`src/rtl/dram_cmd_arbiter.sv`:
```
// dram_cmd_arbiter: round-robin DFI command slot arbiter with refresh priority, tRRD/tCCD spacing
// and a PREA->REF->tRFC sequence; DRAM_CMD_ARB_TFAW_EN adds the four-activate window.
module dram_cmd_arbiter #(
   parameter int C_NUM_BANKS  = 8,
   parameter int C_BANK_WIDTH = 3,
   parameter int C_ROW_WIDTH  = 16,
   parameter int C_COL_WIDTH  = 12,
   parameter int C_TRRD       = 4,
   parameter int C_TCCD       = 4,
   parameter int C_TRP        = 11,
   parameter int C_TRFC       = 128,
   parameter int C_TFAW       = 20
) (
   input  logic                               core_clk,
   input  logic                               core_arstn,
   input  logic [C_NUM_BANKS-1:0]             bm_req,
   input  logic [3*C_NUM_BANKS-1:0]           bm_cmd,
   input  logic [C_ROW_WIDTH*C_NUM_BANKS-1:0] bm_row,
   input  logic [C_COL_WIDTH*C_NUM_BANKS-1:0] bm_col,
   output logic [C_NUM_BANKS-1:0]             bm_gnt,
   input  logic                               ref_req,
   output logic                               ref_do,
   output logic                               cmd_valid,
   output logic [2:0]                         cmd_code,
   output logic [C_BANK_WIDTH-1:0]            cmd_bank,
   output logic [C_ROW_WIDTH-1:0]             cmd_addr,
   output logic                               ref_busy
);
   localparam logic [2:0] NOP = 3'd0, ACT = 3'd1, RD = 3'd2, WR = 3'd3, PRE = 3'd4, PREA = 3'd5, REF = 3'd6;
   localparam int TRRD_W   = $clog2(C_TRRD + 1);
   localparam int TCCD_W   = $clog2(C_TCCD + 1);
   localparam int WAIT_MAX = (C_TRFC > C_TRP) ? C_TRFC : C_TRP;
   localparam int WAIT_W   = $clog2(WAIT_MAX + 1);

   typedef enum logic [1:0] {S_ARB, S_PRE, S_RFC} state_t;

   state_t                  state, state_nx;
   logic [TRRD_W-1:0]       trrd_cnt, trrd_nx;
   logic [TCCD_W-1:0]       tccd_cnt, tccd_nx;
   logic [WAIT_W-1:0]       wait_cnt, wait_nx;
   logic [C_BANK_WIDTH-1:0] rr_ptr, rr_nx, win, idx, bank_nx;
   logic [C_NUM_BANKS-1:0]  elig, gnt_nx;
   logic [C_ROW_WIDTH-1:0]  addr_nx;
   logic [2:0]              code_nx, win_cmd;
   logic                    found, act_ok, ref_do_nx;

   always_comb begin
      elig = '0;
      for (int i = 0; i < C_NUM_BANKS; i++)
         elig[i] = bm_req[i] && !bm_gnt[i] &&
                   ((bm_cmd[3*i +: 3] == ACT) ? act_ok :
                    (bm_cmd[3*i +: 3] == RD || bm_cmd[3*i +: 3] == WR) ? (tccd_cnt == '0) :
                    (bm_cmd[3*i +: 3] == PRE));
   end

   // rr_ptr holds the first bank to consider, i.e. last granted + 1
   always_comb begin
      found = 1'b0;
      win   = '0;
      idx   = '0;
      for (int k = 0; k < C_NUM_BANKS; k++) begin
         idx = C_BANK_WIDTH'((int'(rr_ptr) + k) % C_NUM_BANKS);
         if (!found && elig[idx]) begin
            found = 1'b1;
            win   = idx;
         end
      end
   end

   assign win_cmd = bm_cmd[3*win +: 3];

   always_comb begin
      state_nx  = state;
      wait_nx   = (wait_cnt != '0) ? wait_cnt - 1'b1 : wait_cnt;
      code_nx   = NOP;
      bank_nx   = '0;
      addr_nx   = '0;
      gnt_nx    = '0;
      ref_do_nx = 1'b0;
      rr_nx     = rr_ptr;
      if (state == S_ARB && ref_req) begin
         code_nx  = PREA;
         addr_nx  = C_ROW_WIDTH'(1 << 10);
         wait_nx  = WAIT_W'(C_TRP - 1);
         state_nx = S_PRE;
      end else if (state == S_ARB && found) begin
         code_nx = win_cmd;
         bank_nx = win;
         gnt_nx  = C_NUM_BANKS'(1) << win;
         addr_nx = (win_cmd == ACT) ? bm_row[C_ROW_WIDTH*win +: C_ROW_WIDTH] :
                   (win_cmd == PRE) ? '0 : C_ROW_WIDTH'(bm_col[C_COL_WIDTH*win +: C_COL_WIDTH]);
         rr_nx   = C_BANK_WIDTH'((int'(win) + 1) % C_NUM_BANKS);
      end else if (state == S_PRE && wait_cnt == '0) begin
         code_nx   = REF;
         ref_do_nx = 1'b1;
         wait_nx   = WAIT_W'(C_TRFC - 1);
         state_nx  = S_RFC;
      end else if (state == S_RFC && wait_cnt == '0) begin
         state_nx = S_ARB;
      end
   end

   assign trrd_nx = (code_nx == ACT) ? TRRD_W'(C_TRRD - 1) :
                    (trrd_cnt != '0) ? trrd_cnt - 1'b1 : trrd_cnt;
   assign tccd_nx = (code_nx == RD || code_nx == WR) ? TCCD_W'(C_TCCD - 1) :
                    (tccd_cnt != '0) ? tccd_cnt - 1'b1 : tccd_cnt;

`ifdef DRAM_CMD_ARB_TFAW_EN
   localparam int FAW_W = $clog2(C_TFAW + 1);
   // ages are loaded with 1 so the slot frees exactly C_TFAW cycles after its ACT
   logic [FAW_W-1:0] faw_age [4];
   logic [1:0]       faw_wp;

   assign act_ok = (trrd_cnt == '0) && (faw_age[faw_wp] >= FAW_W'(C_TFAW));

   always_ff @(posedge core_clk or negedge core_arstn) begin
      if (!core_arstn) begin
         faw_wp <= '0;
         for (int i = 0; i < 4; i++) faw_age[i] <= FAW_W'(C_TFAW);
      end else begin
         if (code_nx == ACT) faw_wp <= faw_wp + 1'b1;
         for (int i = 0; i < 4; i++)
            faw_age[i] <= (code_nx == ACT && faw_wp == 2'(i)) ? FAW_W'(1) :
                          (faw_age[i] < FAW_W'(C_TFAW)) ? faw_age[i] + 1'b1 : faw_age[i];
      end
   end
`else
   assign act_ok = (trrd_cnt == '0);
`endif

   always_ff @(posedge core_clk or negedge core_arstn) begin
      if (!core_arstn) begin
         state     <= S_ARB;
         trrd_cnt  <= '0;
         tccd_cnt  <= '0;
         wait_cnt  <= '0;
         rr_ptr    <= '0;
         bm_gnt    <= '0;
         ref_do    <= 1'b0;
         cmd_valid <= 1'b0;
         cmd_code  <= NOP;
         cmd_bank  <= '0;
         cmd_addr  <= '0;
         ref_busy  <= 1'b0;
      end else begin
         state     <= state_nx;
         trrd_cnt  <= trrd_nx;
         tccd_cnt  <= tccd_nx;
         wait_cnt  <= wait_nx;
         rr_ptr    <= rr_nx;
         bm_gnt    <= gnt_nx;
         ref_do    <= ref_do_nx;
         cmd_valid <= (code_nx != NOP);
         cmd_code  <= code_nx;
         cmd_bank  <= bank_nx;
         cmd_addr  <= addr_nx;
         ref_busy  <= (state_nx != S_ARB);
      end
   end
endmodule
```
`config.mk`:
```
export PLATFORM = sky130hd
export DESIGN_NAME = dram_cmd_arbiter
export DESIGN_NICKNAME = d
export VERILOG_FILES = /design/src/rtl/dram_cmd_arbiter.sv
export SDC_FILE = /design/constraint.sdc
export NUM_CORES = 1
export LEC_CHECK = 0
export CAP_MARGIN = 15
export CORE_UTILIZATION = 41
export CTS_BUF_LIST = sky130_fd_sc_hd__clkbuf_16
export DETAILED_ROUTE_END_ITERATION = 8
export PLACE_DENSITY = 0.87
export SETUP_SLACK_MARGIN = 0.4
export SLEW_MARGIN = 20
export SYNTH_ARGS = -nofsm -noshare
export SYNTH_HDL_FRONTEND = slang
export SYNTH_SLANG_ARGS = --single-unit
export TNS_END_PERCENT = 10
```
`constraint.sdc`:
```
create_clock -name core_clk -period 4.94 [get_ports core_clk]
set_input_delay 0.741 -clock core_clk [delete_from_list [all_inputs] [get_ports core_clk]]
set_output_delay 0.741 -clock core_clk [all_outputs]
set_load 0.05 [all_outputs]
```
; ---- After elaboration in Yosys (flattened, before gate mapping)
; Cells that the tools add are included.
[totals]
output_inout_bits = 33
input_bits = 259
register_bits = 52
[classes]
add_sub_neg = 11
multipliers = 2
mux = 74
shifts = 4
n_reduce_logical = 63
n_bitwise = 1
n_eq_ne = 39
magnitude_cmp = 8
[op_table]
columns = op, count
row1 = $shiftx A128 B8 Y16, 1
row2 = $shiftx A96 B8 Y12, 1
row3 = $eq A3 B2 Y1 const B, 18
row4 = $mux W3, 17
row5 = $mux W16, 3
row6 = $mux W8, 6
row7 = $mux W1, 35
row8 = $lt A3 B4 Y1 const B, 8
row9 = $eq A3 B1 Y1 const B, 10
row10 = $eq A3 B3 Y1 const B, 9
row11 = $logic_and A1 B1 Y1, 27
row12 = $bmux W1 S3, 8
row13 = $shiftx A24 B6 Y3, 1
row14 = $logic_not A1 Y1, 15
row15 = $add A3 B3 Y3 const B, 4
row16 = $mux W12, 1
row17 = $mul A2 B3 Y5 const A, 2
row18 = $logic_or A1 B1 Y1, 9
row19 = $reduce_bool A3 Y1, 3
row20 = $logic_not A8 Y1, 1
row21 = $mux W2, 4
row22 = $reduce_bool A8 Y1, 1
row23 = $shl A1 B3 Y8 const A, 1
row24 = $sub A8 B1 Y8 const B, 1
row25 = other kinds (10), 16

; ---- Longest topological paths before layout
; Gate-level depths: netlist (run 1).
[logic_depth]
ltp_word = 36
depth_mapped = 21
ltp_nobuf = 17

; ---- Worst setup path after synthesis (run 1)
; Ideal clock, no wire load.
[synth_timing]
kind = reg-to-reg
start = register tccd_cnt[0]
end = register rr_ptr[2]
setup_slack_ns = 1.016
n_path_buf = 3
t_required_ns = 4.801
stages_incl_launch_ff = 20
arrival_time_ns = 3.785
cell_sequence = dfrtp_1 > inv_1 > ha_1 > ha_1 > inv_2 > o21ai_0 > and4_4 > or2_4 > mux4_2 > a211oi_4 > o31ai_1 > o21a_1 > buf_6 > inv_1 > buf_2 > buf_1 > ha_1 > ha_1 > nand2_1 > o21ai_0
[synth_via]
elab_chain_cells = 30
word_cells_on_any_way = 74
classes_between = 1 x add/sub / 48 x mux / 25 x reduce/logical
[synth_lines]
columns = element, line_no
row1 = from (decl), 39  ; logic [TCCD_W-1:0] tccd_cnt, tccd_nx;
row2 = from (signal assigned), 148  ; tccd_cnt <= tccd_nx;
row3 = $logic_not A3 Y1 *, 52  ; (bm_cmd[3*i +: 3] == RD || bm_cmd[3*i +: 3] == WR) ? (tccd_cnt == '0) :
row4 = branches (longest 29 deep; another with $bmux W1 S3), n/a
row5 = to (signal assigned), 150  ; rr_ptr <= rr_nx;
row6 = to (decl), 41  ; logic [C_BANK_WIDTH-1:0] rr_ptr, rr_nx, win, idx, bank_nx;
; Every way passes the cells marked *. The select of a mux whose other input is x is not followed.
; A chain may end at the register's enable or synchronous reset.

; ---- Final worst setup path (run 1)
[layout_timing]
start = input bm_cmd[21]
end = register cmd_addr[5]
[layout_via]
elab_chain_cells = 36
word_cells_on_any_way = 66
classes_between = 2 x mul / 6 x eq/ne / 3 x shift / 38 x mux / 17 x reduce/logical
[layout_lines]
columns = element, line_no
row1 = from (decl), 17  ; input logic [3*C_NUM_BANKS-1:0] bm_cmd,
row2 = $eq A3 B2 Y1, 52
row3 = $logic_or A1 B1 Y1, 52
row4 = $mux W1, 52
row5 = $mux W1, 51  ; ((bm_cmd[3*i +: 3] == ACT) ? act_ok :
row6 = $logic_and A1 B1 Y1, 50  ; elig[i] = bm_req[i] && !bm_gnt[i] &&
row7 = $bmux W1 S3, 63  ; if (!found && elig[idx]) begin
row8 = $mux W1 (implied by the code), 63
row9 = $mux W1, 63
row10 = (+21 left out), n/a
row11 = $mul A2 B3 Y5, "70, 91"
row12 = $shiftx A24 B6 Y3, 70  ; assign win_cmd = bm_cmd[3*win +: 3];
row13 = $eq A3 B3 Y1, 91  ; (win_cmd == PRE) ? '0 : C_ROW_WIDTH'(bm_col[C_COL_WIDTH*win +: C_COL_WIDTH]);
row14 = $mux W12, 91
row15 = $mux W16, 90  ; addr_nx = (win_cmd == ACT) ? bm_row[C_ROW_WIDTH*win +: C_ROW_WIDTH] :
row16 = $mux W16 *, 86  ; end else if (state == S_ARB && found) begin
row17 = $mux W16 *, 81  ; if (state == S_ARB && ref_req) begin
row18 = named net addr_nx[5], 43  ; logic [C_ROW_WIDTH-1:0] addr_nx;
row19 = to (signal assigned), 156  ; cmd_addr <= addr_nx;
row20 = to (decl), 26  ; output logic [C_ROW_WIDTH-1:0] cmd_addr,
; Mark *: on every way through the listed nets, which the timed path passes. The rest lies on a longest branch. The select of a mux whose other input is x is not followed.

==> results.md, run 1 <==
* Total of max-cap violations at 0
* Ant. Diodes at 0
* Global route total overflow at 0
* Kind of critical path: in -> reg
* Die width at roughly 120 microns
* PwrDens at around 180 nW/um^2
* Worst-skew pair later-pin latency at 0.29 ns
* Largest net degree at the start of global routing at 65
* Slew margin rel. at roughly 57%
* Clk root buf: clkbuf_16
* Worst setup EP type: register
* Top cells by area, synth: dfrtp_1 22%, mux2i_1 17%, nand2_1 6.9%, mux2_2 4.4%, a21oi_1 3.7%
* Fin area at approximately 9500 sq um
* Via density at about 5.6
* Skew final at 0.00698 ns
* Antenna violations before repair at 0
* Synth area leader: dfrtp_1
* First-pass GRT wire length at 33,400 microns
* Area Overhead vs Synth at 60.7%
* Die Y at 122 microns
* Fillers at 1,135
* Remaining antenna violation count at 0
* Synth Area in Simple Gates at a little over a fifth
* Leakage at 3.94 nW
* Worst Hold Class: reg -> reg
* Most common cell after layout, fill and taps aside: clkdlybuf4s50_1
* Worst EP required at roughly 5.2 ns
* Footprint of the multi-input gates at roughly 4400 sq um
* Clock Sinks at between 50 and 60
* Mapped Nets at just under 1,000
* Mapped Cells at between 700 and 800
* Num CTS Buffers at 5
* Maximum clock insertion buffer count at 2
* Initial core utilization at 42.4%
* Proportion of synthesized area in mux cells at between 20% and 30%
* Initial DRC count at 479
* DRT Wirelength at 22,200 microns
* Sequential fraction of the synthesis area at between 20% and 30%
* Max-slew violations at 0
* Die Area at about 15,000 sq um
* CTS tree: built
* Worst-path clk slew at around 0.070 ns
* Crit path buf inv count at 4
* DR vias at 6,655
* PortBufs at approximately 290
* Syn avg cell area at roughly 8.4 sq um
* Dpl cell area at 9090 sq um
* I/O pin total at between 200 and 300
* Largest family of logic cells by synthesized area: multiplexers
* Nets at between 1,000 and 1,500
* Vias in the first global route at about 6,400
* Most used cell, CP: buf_4
* Period utilization at 90.0%
* Core area at roughly 14,000 sq um
* Top delay family on crit path: compound AO/OA/AOI/OAI gates
* RR Startpoint: trrd_cnt[0]
* Worst IR Drop VDD at ~0.14 mV
* Reg area at approximately 1300 sq um
* Ys Warns at 0
* Ys flop type: dfrtp_1
* All-Layer GR Usage at between 20 and 30%
* Cell Rows at 43
* Post-Synth Adder-Cell Area at 2.95%
* Post-synthesis xor/xnor area fraction at between 3 and 4%
* Final core occ at between 60% and 70%
* Outcome: completed
* Synth Area in Compound Gates at 20.0%
* Startpoint types: input pin
* CTS HTree Levels at 2
* Worst Hold Launch: trrd_cnt[1]
* Least-Margin Pin Slew at approximately 0.64 ns
* Arrival time worst endpoint at approximately 4.7 ns
* RSZ-0062 raised after global routing: false
* Most frequent cells in the layout: 288 x clkdlybuf4s50_1, 107 x nand2_1, 102 x mux2i_1
* Synthesized area at ~5900 sq um
* Slowest cell on crit path: mux4_2
* Dpl hpwl at around 18,000 microns
* Routability congestion estimate from global placement at 0.980
* Worst hold margin at approximately 0.5 ns
* Crit. Startpoint: bm_cmd[21]
* Critical-path cell list: clkdlybuf4s50_1 > a211oi_1 > a21oi_1 > and4_4 > or2_4 > mux4_2 > a211oi_4 > buf_4 > a311oi_1 > o21a_2 > buf_4 > a221o_1 > and2_4 > a31oi_4 > buf_8 > o2bb2ai_1
* Max Fclk at 0.225 GHz
* Pre-Repair DR Iteration Count at 5
* Layout cell share with drive strength beyond 1 at 14.0%
* Avg WL per Cell at 18.6 microns
* Crit path max fanout at 12
* Post-synth ARST share at 100%
* Slowest stage delay, CP at ~0.53 ns
* Post-synth EDFFs at 0
* Seq cells post-synth at 52
* Area share of the largest cell type after synthesis at between 20% and 30%
* Final setup fails at 0
* DRC viols at 0
* Final worst path period need at about 4.4 ns
* Final hold vios at 0
* Unique cell type count in the Yosys netlist at 77
==> metrics by stage <==
stage	power (mW)	cells	TNS (ns)	setup WS, ns
final	1.70	1192	0	0.495
after global routing	1.79	1192	0	0.396
after detailed placement	1.26	1167	-0.0181	-0.0181
after global placement	1.26	1167	-0.0142	-0.0142
after floorplan	0.921	711	0	1.02
after CTS	1.67	1179	0	0.375
==> cells by family (layout without fill, tap and decap cells) <==
family | Yosys count | after routing
compound gates | 165 | 165
mux | 134 | 134
buf+inv | 66 | 366
simple gates | 259 | 260
xor+xnor | 21 | 21
flops | 52 | 52
fa+ha+maj | 14 | 14
==> repair_timing <==
item | 4_1_cts | 5_1_grt
gates resized for setup | 4 | 26
pin swaps | 1 | 8
hold endpoints to repair | 0 | 0
endpoints found under the setup margin | 21 | 24
cloned | 0 | 1
setup buffers | 4 | 12
hold buffers | 0 | 0
==> cell usage after synthesis (9+ instances only) <==
master,instances
a211oi_1,20
buf_4,13
buf_2,13
inv_1,15
nand3_1,42
mux2i_1,102
a21oi_1,44
xnor2_1,10
dfrtp_1,52
nand4_1,9
xor2_1,11
mux2_2,23
ha_1,14
o21ai_0,28
o211ai_1,11
nor2_1,44
nand2_1,109
clkbuf_1,13
==> where the power goes <==
part           switching (mW)  internal (mW)
Combinational           0.427          0.457
Sequential                  0          0.426
Clock                   0.152          0.238
Total                   0.579           1.12
==> area by class of cell <==
cell class,instances,area share (%)
Sequential cell,52,13.6
Timing Repair Buffer,340,35.3
Inverter,18,0.813
Multi-Input combinational cell,594,46.1
Clock buffer,5,1.31
Tap cell,180,2.36
Clock inverter,3,0.446
==> flip-flops by register name, indices dropped and copies added, names as in the netlist <==
signal,flops
trrd_cnt,3
bm_gnt,8
ref_busy,1
state,2
cmd_bank,3
rr_ptr,3
cmd_code,3
ref_do,1
tccd_cnt,3
cmd_valid,1
cmd_addr,16
wait_cnt,8
==> worst paths after layout <==
kind                               endpoint  slack [ns]  depth (start not counted)
worst max-delay path            cmd_addr[5]        0.50                         16
min in group asynchronous            ref_do        0.55                          2
worst min-delay path            trrd_cnt[1]        0.51                          2
worst max register to register  cmd_addr[5]        0.60                         18
max in group asynchronous         bm_gnt[1]        3.95                          2
worst min register to register  trrd_cnt[1]        0.51                          2
==> worst register-to-register path: cells and delay by family (launching register included) <==
family	cells	cell delay [ns]
mux	1	0.54
simple gates	1	0.21
buf+inv	5	0.76
fa+ha+maj	2	0.46
flops	1	0.37
compound gates	9	1.92
==> per-layer routing <==
metal / part of all wire [%] / wire, microns / track usage, %
met5: 0 / 0 / 0
met3: 6.1 / 1350 / 3.39
met1: 40 / 8790 / 34.5
met4: 3.0 / 676 / 9.53
met2: 51 / 11400 / 52.9
(Power assumes the default switching activity.)
==> run 2: changes to the inputs <==
Settings changed: CTS_CLUSTER_SIZE set to 30.
==> results of run 2 <==
The final DEF is identical to that of run 1; final timing and power are the same.
==> run 3: changes to the inputs <==
Settings changed: ABC_CLOCK_PERIOD_IN_PS set to 4940.
==> results of run 3 <==
The final DEF is identical to that of run 1; final timing and power are the same.
==> RTL edit: new RTL, flow settings as in run 2 <==
Re-encode `state_t` (3 states) as one-hot, 3 bits wide.
--- a/src/rtl/dram_cmd_arbiter.sv
+++ b/src/rtl/dram_cmd_arbiter.sv
@@ -32,7 +32,7 @@
    localparam int WAIT_MAX = (C_TRFC > C_TRP) ? C_TRFC : C_TRP;
    localparam int WAIT_W   = $clog2(WAIT_MAX + 1);
 
-   typedef enum logic [1:0] {S_ARB, S_PRE, S_RFC} state_t;
+   typedef enum logic [2:0] {S_ARB = 3'b001, S_PRE = 3'b010, S_RFC = 3'b100} state_t;
 
    state_t                  state, state_nx;
    logic [TRRD_W-1:0]       trrd_cnt, trrd_nx;
Behaviour: no difference found for any inputs over 4 cycles, from zero or initial values and one cycle with core_arstn low; so few cycles prove little.
==> RTL edit against run 2 <==
  * Cell area grew 2.0%
  * Sequential cell count grew 1
  * Routed wire length grew 12%
  * Area after synthesis shrank 4.3%
  * Combinational power grew 9.4%
  * Total power grew 4.6%
  * Setup slack lost 0.10 ns
  * Critical path depth grew 2
==> RTL edit: results <==
[run_status]
status = finished, final reports clean

[place]
gp_congestion = 0.994
hpwl_mm = 19.7

[route]
wl_met3_mm = 1.65
drt-initial-drc-count = 481
m1WireLength_mm = 8.89
met2_length_mm = 12.8
routedWlPerCell_microns = 21.1
vias = 6822

[global_routing]
grtUsageMet2_pct = 61.5
gr-usage-met1_pct = 37.4
use_met3_pct = 4.47
grt_usage_pct = 33.9
grt_pass1_vias = 7003
antenna_found_initial = 0
grt_max_degree = 54

[logic_synthesis]
ys_types = 62
syn_nets = 942
ys_seq_area_share_pct = 23.4
yosys-top-cells-area = dfrtp_1, mux2i_1, nand2_1
ys_top_cells_by_count = nand2_1, mux2i_1, dfrtp_1

[layout]
layout-drive-gt1-share_pct = 17.1
fill_cells = 1008
fin_nets = 1275

[worst_setup_path]
crit_path_start = bm_cmd[15]
r2r_cells = 21
r2r_start = tccd_cnt[0]
critPathArrivalTime_ns = 4.77
r2r_end = cmd_addr[12]
cpMaxStageDelayCell = mux4_2
rrSetupSlack_ns = 0.43
crit_path_max_incr_delay_ns = 0.51
critPathMaxFanout = 14
cp-endpoint = cmd_addr[2]

[pwr]
comb_power_share_pct = 54.4
power.switching_mw = 0.613
p_seq_share_pct = 24.4
p_leak_nw = 4.18
ir_worst_vdd_mv = 0.140
pg_comb_mw = 0.967

[clocking]
path_clk_slew_ns = 0.07
clock_latency_ns = 0.31
numCtsBuffers = 5

[sta]
relSlewSlack_pct = 44.9
hold_slack_ns = 0.527
fin_skew_ns = 0.0135

[hold_path]
hold_path_end = tccd_cnt[0]
min_from = tccd_cnt[0]
hold_path_class = reg -> reg
[RTL edit: cell count changes after synthesis, sizes merged, moves of 9 or more]
cell	before	now
a211oi	22	5
nand3	42	24
a21oi	50	16
nor2	44	32
o2bb2ai	11	1
a311oi	2	11
nand4	11	1
mux4	8	19
o22ai	3	16
mux2i	103	70
nand2	110	136
[RTL edit: what timing repair did]
action | 4_1_cts | 5_1_grt
gates resized for setup | 25 | 35
gates cloned | 3 | 1
pin swaps | 7 | 12
setup buffers | 12 | 13
setup endpoints to repair | 23 | 25
[RTL edit: cell families after synthesis]
logic type               count (synthesis)  share of synthesized area, %
flip-flops                              53                          23.4
adder cells (fa/ha/maj)                 13                          2.86
AND/OR/NAND/NOR                        263                          21.8
buffers and inverters                   71                          6.03
XOR/XNOR                                14                          2.16
multiplexers                           110                          24.1
AO/OA/AOI/OAI                          146                          19.7
[RTL edit: through the flow]
stage	setup slack [ns]	TNS [ns]	area (sq um)	cells	utilization, %
2_1_floorplan	0.537	0	5680	670	-
3_3_place_gp	-0.000986	-0.000986	9060	1143	67.6
3_5_place_dp	-0.104	-0.980	9060	1143	67.6
4_1_cts	0.402	0	9500	1166	70.9
5_1_grt	0.259	0	9730	1180	72.6
6_report	0.392	0	9730	1180	72.6
[RTL edit: critical path, delay by kind of cell]
kind,cells,cell delay (ns)
and+or+nand+nor,4,0.86
xor gates and xnor gates,1,0.22
AOI/OAI and AO/OA,4,0.63
buffers and inverters,5,1.08
muxes,4,1.24
[RTL edit: layout make-up]
type                            instances  area share (%)
Clock buffer                            5            1.29
Inverter                               24           0.926
Tap cell                              176            2.26
Clock inverter                          3           0.296
Sequential cell                        53            13.7
Multi-Input combinational cell        546            42.7
Timing Repair Buffer                  373            38.9
